**config.mk**
```make
export PLATFORM = sky130hd
export DESIGN_NAME = transition_generator_flat
export DESIGN_NICKNAME = d
export VERILOG_FILES = /design/src/rtl/transition_generator_pkg.sv /design/src/rtl/transition_generator_if.sv /design/src/rtl/transition_generator_gap_timer.sv /design/src/rtl/transition_generator.sv /design/src/flat_wrapper.sv
export SDC_FILE = /design/constraint.sdc
export NUM_CORES = 1
export LEC_CHECK = 0
export CORE_MARGIN = 2
export CORE_UTILIZATION = 54
export CTS_CLUSTER_DIAMETER = 50
export CTS_CLUSTER_SIZE = 25
export DETAILED_ROUTE_END_ITERATION = 8
export PLACE_DENSITY_LB_ADDON = 0.15
export SETUP_SLACK_MARGIN = 0.3
export SYNTH_ARGS = -nofsm -noshare
export SYNTH_HDL_FRONTEND = slang
export SYNTH_SLANG_ARGS = --single-unit
export TNS_END_PERCENT = 1
```
**constraint.sdc**
```tcl
create_clock -name clk -period 3.25 [get_ports clk]
set_clock_uncertainty 0.05 [all_clocks]
set_input_delay 0.4875 -clock clk [delete_from_list [all_inputs] [get_ports clk]]
set_output_delay 0.4875 -clock clk [all_outputs]
set_load 0.02 [all_outputs]
```
**src/rtl/transition_generator_pkg.sv**
```systemverilog
// Shared definitions for the transition generator and its companion receivers/benches.
package transition_generator_pkg;

  localparam int unsigned DEF_COUNT_W = 64;
  localparam int unsigned DEF_GAP_W   = 16;

  typedef enum logic {
    S_IDLE = 1'b0,
    S_RUN  = 1'b1
  } state_e;

endpackage

```
**src/rtl/transition_generator_if.sv**
```systemverilog
// Job handshake, abort and serial-line status bundle of the transition generator.
interface transition_generator_if
  import transition_generator_pkg::*;
#(
  parameter int unsigned COUNT_W = DEF_COUNT_W,
  parameter int unsigned GAP_W   = DEF_GAP_W
);

  logic               start_valid;
  logic               start_ready;
  logic [COUNT_W-1:0] count;
  logic [GAP_W-1:0]   gap;
  logic               abort;
  logic               out;
  logic               busy;
  logic               done;
  logic [COUNT_W-1:0] sent;

  modport master (
    output start_valid, count, gap, abort,
    input  start_ready, out, busy, done, sent
  );

  modport slave (
    input  start_valid, count, gap, abort,
    output start_ready, out, busy, done, sent
  );

endinterface

```
**src/rtl/transition_generator_gap_timer.sv**
```systemverilog
// Down-counter spacing the transitions; expire_o flags a zero timer value.
module transition_generator_gap_timer
  import transition_generator_pkg::*;
#(
  parameter int unsigned GAP_W = DEF_GAP_W
) (
  input  logic             clk,
  input  logic             reset,
  input  logic             load_i,
  input  logic             en_i,
  input  logic [GAP_W-1:0] load_val_i,
  output logic             expire_o
);

  logic [GAP_W-1:0] timer_q, timer_d;

  // Load wins over decrement; the counter parks at zero instead of wrapping.
  always_comb begin
    timer_d = timer_q;
    if (load_i) begin
      timer_d = load_val_i;
    end else if (en_i && (timer_q != '0)) begin
      timer_d = timer_q - GAP_W'(1);
    end
  end

  // expire_o is registered alongside the counter so it tracks timer_q == 0.
  always_ff @(posedge clk or negedge reset) begin
    if (!reset) begin
      timer_q  <= '0;
      expire_o <= 1'b1;
    end else begin
      timer_q  <= timer_d;
      expire_o <= (timer_d == '0);
    end
  end

endmodule

```
**src/rtl/transition_generator.sv**
```systemverilog
// Emits a requested number of level transitions on a serial line, gap+1 cycles apart.
module transition_generator
  import transition_generator_pkg::*;
#(
  parameter int unsigned COUNT_W    = DEF_COUNT_W,
  parameter int unsigned GAP_W      = DEF_GAP_W,
  parameter logic        IDLE_LEVEL = 1'b0
) (
  input  logic                   clk,
  input  logic                   reset,
  transition_generator_if.slave  bus
);

  state_e             state_q, state_d;
  logic               out_q, out_d;
  logic               busy_q, busy_d;
  logic               done_q, done_d;
  logic [COUNT_W-1:0] sent_q, sent_d;
  logic [COUNT_W-1:0] rem_q, rem_d;
  logic [GAP_W-1:0]   gap_q, gap_d;

  logic               tmr_load;
  logic               tmr_en;
  logic [GAP_W-1:0]   tmr_val;
  logic               tmr_expire;

  assign bus.start_ready = (state_q == S_IDLE) && !bus.abort;

  transition_generator_gap_timer #(
    .GAP_W (GAP_W)
  ) u_gap_timer (
    .clk        (clk),
    .reset      (reset),
    .load_i     (tmr_load),
    .en_i       (tmr_en),
    .load_val_i (tmr_val),
    .expire_o   (tmr_expire)
  );

  // Next-state: accept in IDLE; in RUN abort has priority over a due toggle.
  always_comb begin
    state_d  = state_q;
    out_d    = out_q;
    busy_d   = busy_q;
    done_d   = 1'b0;
    sent_d   = sent_q;
    rem_d    = rem_q;
    gap_d    = gap_q;
    tmr_load = 1'b0;
    tmr_en   = 1'b0;
    tmr_val  = gap_q;

    case (state_q)
      S_IDLE: begin
        busy_d = 1'b0;
        if (bus.start_valid && bus.start_ready) begin
          rem_d    = bus.count;
          gap_d    = bus.gap;
          sent_d   = '0;
          tmr_load = 1'b1;
          tmr_val  = bus.gap;
          if (bus.count == '0) begin
            done_d = 1'b1;
          end else begin
            state_d = S_RUN;
            busy_d  = 1'b1;
          end
        end
      end

      S_RUN: begin
        if (bus.abort) begin
          state_d = S_IDLE;
          busy_d  = 1'b0;
        end else if (tmr_expire) begin
          out_d    = ~out_q;
          sent_d   = sent_q + COUNT_W'(1);
          rem_d    = rem_q - COUNT_W'(1);
          tmr_load = 1'b1;
          if (rem_q == COUNT_W'(1)) begin
            state_d = S_IDLE;
            busy_d  = 1'b0;
            done_d  = 1'b1;
          end
        end else begin
          tmr_en = 1'b1;
        end
      end

      default: begin
        state_d = S_IDLE;
        busy_d  = 1'b0;
      end
    endcase
  end

  always_ff @(posedge clk or negedge reset) begin
    if (!reset) begin
      state_q <= S_IDLE;
      out_q   <= IDLE_LEVEL;
      busy_q  <= 1'b0;
      done_q  <= 1'b0;
      sent_q  <= '0;
      rem_q   <= '0;
      gap_q   <= '0;
    end else begin
      state_q <= state_d;
      out_q   <= out_d;
      busy_q  <= busy_d;
      done_q  <= done_d;
      sent_q  <= sent_d;
      rem_q   <= rem_d;
      gap_q   <= gap_d;
    end
  end

  assign bus.out  = out_q;
  assign bus.busy = busy_q;
  assign bus.done = done_q;
  assign bus.sent = sent_q;

endmodule

```
**src/flat_wrapper.sv**
```systemverilog
// flat-port wrapper written by rule: the top's interface ports become plain ports
module transition_generator_flat import transition_generator_pkg::*;
#(
  parameter int unsigned COUNT_W    = DEF_COUNT_W,
  parameter int unsigned GAP_W      = DEF_GAP_W,
  parameter logic        IDLE_LEVEL = 1'b0
)
  (clk, reset, bus_start_valid, bus_count, bus_gap, bus_abort, bus_start_ready, bus_out, bus_busy, bus_done, bus_sent);
  transition_generator_if #(.COUNT_W(COUNT_W), .GAP_W(GAP_W)) bus_i ();
  input  logic clk;
  input  logic reset;
  input wire logic [$bits(bus_i.start_valid)-1:0] bus_start_valid;
  input wire logic [$bits(bus_i.count)-1:0] bus_count;
  input wire logic [$bits(bus_i.gap)-1:0] bus_gap;
  input wire logic [$bits(bus_i.abort)-1:0] bus_abort;
  output wire logic [$bits(bus_i.start_ready)-1:0] bus_start_ready;
  output wire logic [$bits(bus_i.out)-1:0] bus_out;
  output wire logic [$bits(bus_i.busy)-1:0] bus_busy;
  output wire logic [$bits(bus_i.done)-1:0] bus_done;
  output wire logic [$bits(bus_i.sent)-1:0] bus_sent;
  assign bus_i.start_valid = bus_start_valid;
  assign bus_i.count = bus_count;
  assign bus_i.gap = bus_gap;
  assign bus_i.abort = bus_abort;
  assign bus_start_ready = bus_i.start_ready;
  assign bus_out = bus_i.out;
  assign bus_busy = bus_i.busy;
  assign bus_done = bus_i.done;
  assign bus_sent = bus_i.sent;
  transition_generator #(.COUNT_W(COUNT_W), .GAP_W(GAP_W), .IDLE_LEVEL(IDLE_LEVEL)) u_core (.clk(clk), .reset(reset), .bus(bus_i));
endmodule
```
* Yosys cells after proc, flatten, opt, wreduce, memory -nomap -nowiden
Index checks and enable logic that the tools add are counted.
** Storage, ports and cells
- Flip-flop bits (word level) :: 165
- Input port bits :: 84
- Output and inout bits :: 68
- Logic and storage cells :: 66
** Cells by class
- $add $sub $neg :: 3
- Eq/ne operators :: 6
- Multiplexer cells :: 35
- Bitwise logic cells :: 3
- Reduce and logical (&&, ||, !) cells :: 10
** Operators by type and width (count)
- $mux W64 :: 6
- $pmux W64 S2 :: 2
- $add A64 B1 Y64 const B :: 1
- $eq A64 B1 Y1 const B :: 1
- $logic_not A64 Y1 :: 1
- $mux W16 :: 4
- $sub A64 B1 Y64 const B :: 1
- $mux W1 :: 19
- $logic_not A16 Y1 :: 1
- $reduce_bool A16 Y1 :: 1
- $sub A16 B1 Y16 const B :: 1
- $pmux W1 S2 :: 4
- $ne A2 B2 Y1 const B :: 3
- $ne A3 B3 Y1 const B :: 2
- $reduce_and A3 Y1 :: 2
- $logic_and A1 B1 Y1 :: 3
- $not A1 Y1 :: 3
- $reduce_and A2 Y1 :: 1
- $logic_not A1 Y1 :: 1

* Logic depth before layout (Yosys ltp)
- Depth in word-level cells :: 7
- Depth in mapped cells :: 10
- Mapped depth without buffers :: 9

* Modules after synthesis
From an unflattened synthesis, not the netlist that was laid out.
** Unflattened totals
- Cell total of the unflattened synthesis :: 1061
- Area total of the unflattened synthesis :: 9370.2 um^2
** By module, submodules not included
- transition_generator :: instances 1, cells each 940, area an instance 8236.6 um^2, sequential area each 3703.6 um^2
- transition_generator_gap_timer :: instances 1, cells each 121, area an instance 1133.6 um^2, sequential area each 426.7 um^2

* Worst setup path before layout
No wires, ideal clock.
- Path kind :: input-to-reg
- From :: input bus_abort
- To :: register u_core.u_gap_timer.expire_o
- Setup time :: 62 ps
- Arrival :: 2668 ps
- Required time :: 3138 ps
- Path slack :: 470 ps
- Stages :: 9
- Path buffers :: 2
- Cell sequence :: clkbuf_1 -> or3b_1 -> or3_1 -> clkbuf_1 -> nor4b_1 -> xor2_1 -> mux2_2 -> nor4_1 -> and3_1
** On the way
- Longest elaborated chain between the ends :: 7
- Elaborated cells on any way between the ends :: 14
- Classes of those cells :: mux (9); reduce/logical (5)
** RTL lines
- start, declared :: line flat_wrapper.sv:15 : input wire logic [$bits(bus_i.abort)-1:0] bus_abort;
- $logic_not A1 Y1 :: line transition_generator.sv:27 : assign bus.start_ready = (state_q == S_IDLE) && !bus.abort;
- $logic_and A1 B1 Y1 :: line transition_generator.sv:27
- $logic_and A1 B1 Y1 :: line transition_generator.sv:56 : if (bus.start_valid && bus.start_ready) begin
- $mux W1 / $mux W16 (equally long branches) :: line transition_generator.sv:56
- $pmux W1 S2 / $mux W16 (equally long branches) :: line transition_generator.sv:53 : case (state_q)
- $mux W16 * :: line transition_generator_gap_timer.sv:20 : if (load_i) begin
- net u_core.u_gap_timer.timer_d[11] :: line transition_generator_gap_timer.sv:15 : logic [GAP_W-1:0] timer_q, timer_d;
- $logic_not A16 Y1 * :: line transition_generator_gap_timer.sv:34 : expire_o <= (timer_d == '0);
- end signal, assigned :: line transition_generator_gap_timer.sv:34
- end, declared :: line transition_generator_gap_timer.sv:12 : output logic expire_o
The timed path passes the listed nets; every way through them passes the cells marked *.
A chain may end at the register's enable or synchronous reset.

* Worst setup path after layout
- From :: register u_core.u_gap_timer.timer_q[2]
- To :: register u_core.u_gap_timer.expire_o
** On the way
- Longest elaborated chain between the ends :: 5
- Elaborated cells on any way between the ends :: 6
- Classes of those cells :: add/sub (1); mux (2); reduce/logical (3)
** RTL lines
- start, declared :: line transition_generator_gap_timer.sv:15
- start signal, assigned :: line transition_generator_gap_timer.sv:33 : timer_q <= timer_d;
- branches (longest 2 deep; another with $sub A16 B1 Y16)
- $mux W16 * :: line transition_generator_gap_timer.sv:22 : end else if (en_i && (timer_q != '0)) begin
- $mux W16 * :: line transition_generator_gap_timer.sv:20
- $logic_not A16 Y1 * :: line transition_generator_gap_timer.sv:34
Mark *: on every way between the ends.

==> reports/summary.txt <==
status = finished, final reports clean
Inserted Diodes = 0
cell taking the most area after synthesis = dfrtp_1
synthesized area per cell = 8.73 sq um
fraction of registers with async set/reset = 100%
Setup crit start kind = register
Antenna Nets Post-Route = 0
wire length on met2 = 12100 um
Yosys reg bits = 165
Power Dens Cells = 525 nW/um^2
dpl cells = 1408
Final Cycle Share = 88.2%
Synth area leaders = dfrtp_1, nor2_1, a21oi_1
GP Congestion = 0.886
worst rel slew slack = 47.3%
Crit-path slowest cell = or4_4
wire per inst = 17.2 um
Max FO, Critical Path = 6
Reg2Reg Depth = 7
DP Area = 11100 sq um
via count of the first global-routing pass = 8168
die area = 18100 sq um
max cap viols = 0
Top FF cell, synth = dfrtp_1
FF-to-FF Start = u_core.u_gap_timer.timer_q[2]$_DFF_PN0_
clk_lat worst skew = 0.44 ns
initial core utilization = 55.3%
Synth top cells by count = dfrtp_1, nor2_1, nand2_1
GRT overflow = 0
crit-path max cell delay = 0.60 ns
top sig layer = met4
first-pass GRT wire length = 40700 um
largest net degree at the start of global routing = 87
reg2reg setup slack = 0.39 ns
Worst EP arrival = 3.20 ns
area grow syn2layout = 27.5%
Root Buffer = clkbuf_16
Setup crit end kind = register
Nets = 1297
R2R Path End = u_core.u_gap_timer.expire_o$_DFF_PN1_
setup tns final = 0 ns
crit path kind = reg2reg
Finished Cell Area = 11700 sq um
drt pass-1 iters = 5
Post-Route WL = 24700 um
Synth top area share = 44.6%
Max Buffers Root-to-Sink = 2
fraction of layout cells with a size suffix above 1 = 8.27%
FMAX = 349 MHz
Slew Limit Fails = 0
Seq/Total Area, Yosys = 44.9%
Yosys warning count = 0
CP Data Required Time = 3.58 ns
cts bufs inserted = 17
initial antenna violation count = 0
RSZ-0062 raised after global routing = yes
most instantiated library cell after synthesis = dfrtp_1
Mapped Cells = 1055
Fill cells = 1347
LEAKAGE = 4.55 nW
drt first-iter violations = 628
DR vias = 8690
post-route DRC violation count = 0
clock slew at reported path FFs = 0.07 ns
synthesized net count = 1144
post-DP HPWL = 17400 um
die height = 135 um
CTS Hold Bufs = 0
CTS H-tree lvls = 4
WL met3 = 1590 um
Mapped Area = 9210 sq um
M1 WL = 10600 um
Tot GR Track Use = 28.1%
count of final hold-check violations = 0
Rows = 47
crit-path cells = or4_4 > or4_4 > o31a_1 > o31ai_2 > o211ai_1 > nor4b_2 > and3_1
cell mode on critical path = or4_4
Setup-failing EPs final = 0
CTS tree = done
worst slew pin tran = 0.790 ns
fin cells = 1441
die width = 135 um
number of synthesized flops with an enable pin = 0
clock sink count = 165
Hold Crit Class = in2async
routed vias/inst = 6.03
Cell variety after synth = 60
number of port buffers = 151
Final Critical Period = 2.86 ns
Peak supply drop = 511 uV
Core ar. = 16600 sq um
# IOs = 152
where the power goes:
part	switching, mW	total [mW]	internal, mW
registers	0.378	2.78	2.40
clock network	0.869	2.11	1.24
logic	0.671	1.27	0.597
flip-flops by register name, summed over array words and instances (netlist names):
register and flops:
u_core.bus.sent 64, u_core.rem_q 64, u_core.gap_q 16, u_core.u_gap_timer.timer_q 16, u_core.bus.busy 1, u_core.bus.done 1, u_core.bus.out 1, u_core.state_q 1
u_core.u_gap_timer.expire_o 1
per-stage QoR:
stage	hold slack (ns)	setup WS (ns)	power [mW]	util, %
finish	0.0328	0.385	6.16	70.5
global route	0.100	0.200	6.48	70.5
CTS	0.0677	0.362	6.17	70.4
detailed placement	0.413	0.0678	4.05	66.7
global placement	0.410	0.139	4.01	66.7
floorplan	0.142	0.470	3.56	-
area by class of cell:
class	instances	area [sq um]	share of cell area (%)
Tap cell	220	275	2.35
Multi-Input combinational cell	813	4800	40.9
Inverter	25	93.8	0.800
Timing Repair Buffer	186	1810	15.5
Clock buffer	20	447	3.81
Sequential cell	165	4130	35.2
Clock inverter	12	170	1.45
worst max-delay path by stage:
stage          depth (start not counted)                                     from                                    end
2_1_floorplan                          9                                bus_abort  u_core.u_gap_timer.expire_o$_DFF_PN1_
3_3_place_gp                           9                                bus_abort  u_core.u_gap_timer.expire_o$_DFF_PN1_
3_5_place_dp                           9                          bus_start_valid        u_core.bus.sent[58]$_DFFE_PN0P_
4_1_cts                                7  u_core.u_gap_timer.timer_q[2]$_DFF_PN0_  u_core.u_gap_timer.expire_o$_DFF_PN1_
5_1_grt                                8             u_core.rem_q[18]$_DFFE_PN0P_           u_core.rem_q[61]$_DFFE_PN0P_
6_report                               7  u_core.u_gap_timer.timer_q[2]$_DFF_PN0_  u_core.u_gap_timer.expire_o$_DFF_PN1_
worst max-delay path: cells and delay by family (launching register included):
kind             cells  cell delay [ns]
AND/OR/NAND/NOR      4             1.62
flip-flops           1             0.44
AO/OA/AOI/OAI        3             0.71
routing by layer:
metal	GRT usage, %	vias to the layer above
met1	38.0	4200
met3	6.34	30
met2	45.8	288
met4	8.07	0
met5	0	-
li1	-	4172
cells by family after synthesis:
group	after synthesis	synth area share, %
simple gates	479	26.6
xor+xnor	61	5.80
flops	165	44.9
mux	30	3.40
buf+inv	77	3.18
fa+ha+maj	5	0.680
compound gates	238	15.5
placed cells by master, fill, tap and decap left out, types with 6 or more instances in the layout:
cell               n
o21ai_0           56
nor3_1            27
and3_1            11
mux2i_1           20
mux2_2            10
o22ai_1           38
clkdlybuf4s50_1  150
and4_1             9
clkbuf_16         17
xor2_1            32
dfrtp_1          163
a2bb2oi_1         10
nor4_1            33
nand3_1           52
nand2_1          107
a31oi_1            6
or4_1             12
inv_1             25
nor2_1           122
nand4_1           33
buf_4             32
xnor2_1           29
or3_1             32
o211ai_1           6
a21oi_1           87
what timing repair did:
action,in CTS,in global routing
resized for setup,0,1
setup buffers,0,1
endpoints found under the setup margin,0,13
No activity file was read; power rests on OpenSTA's default activity.
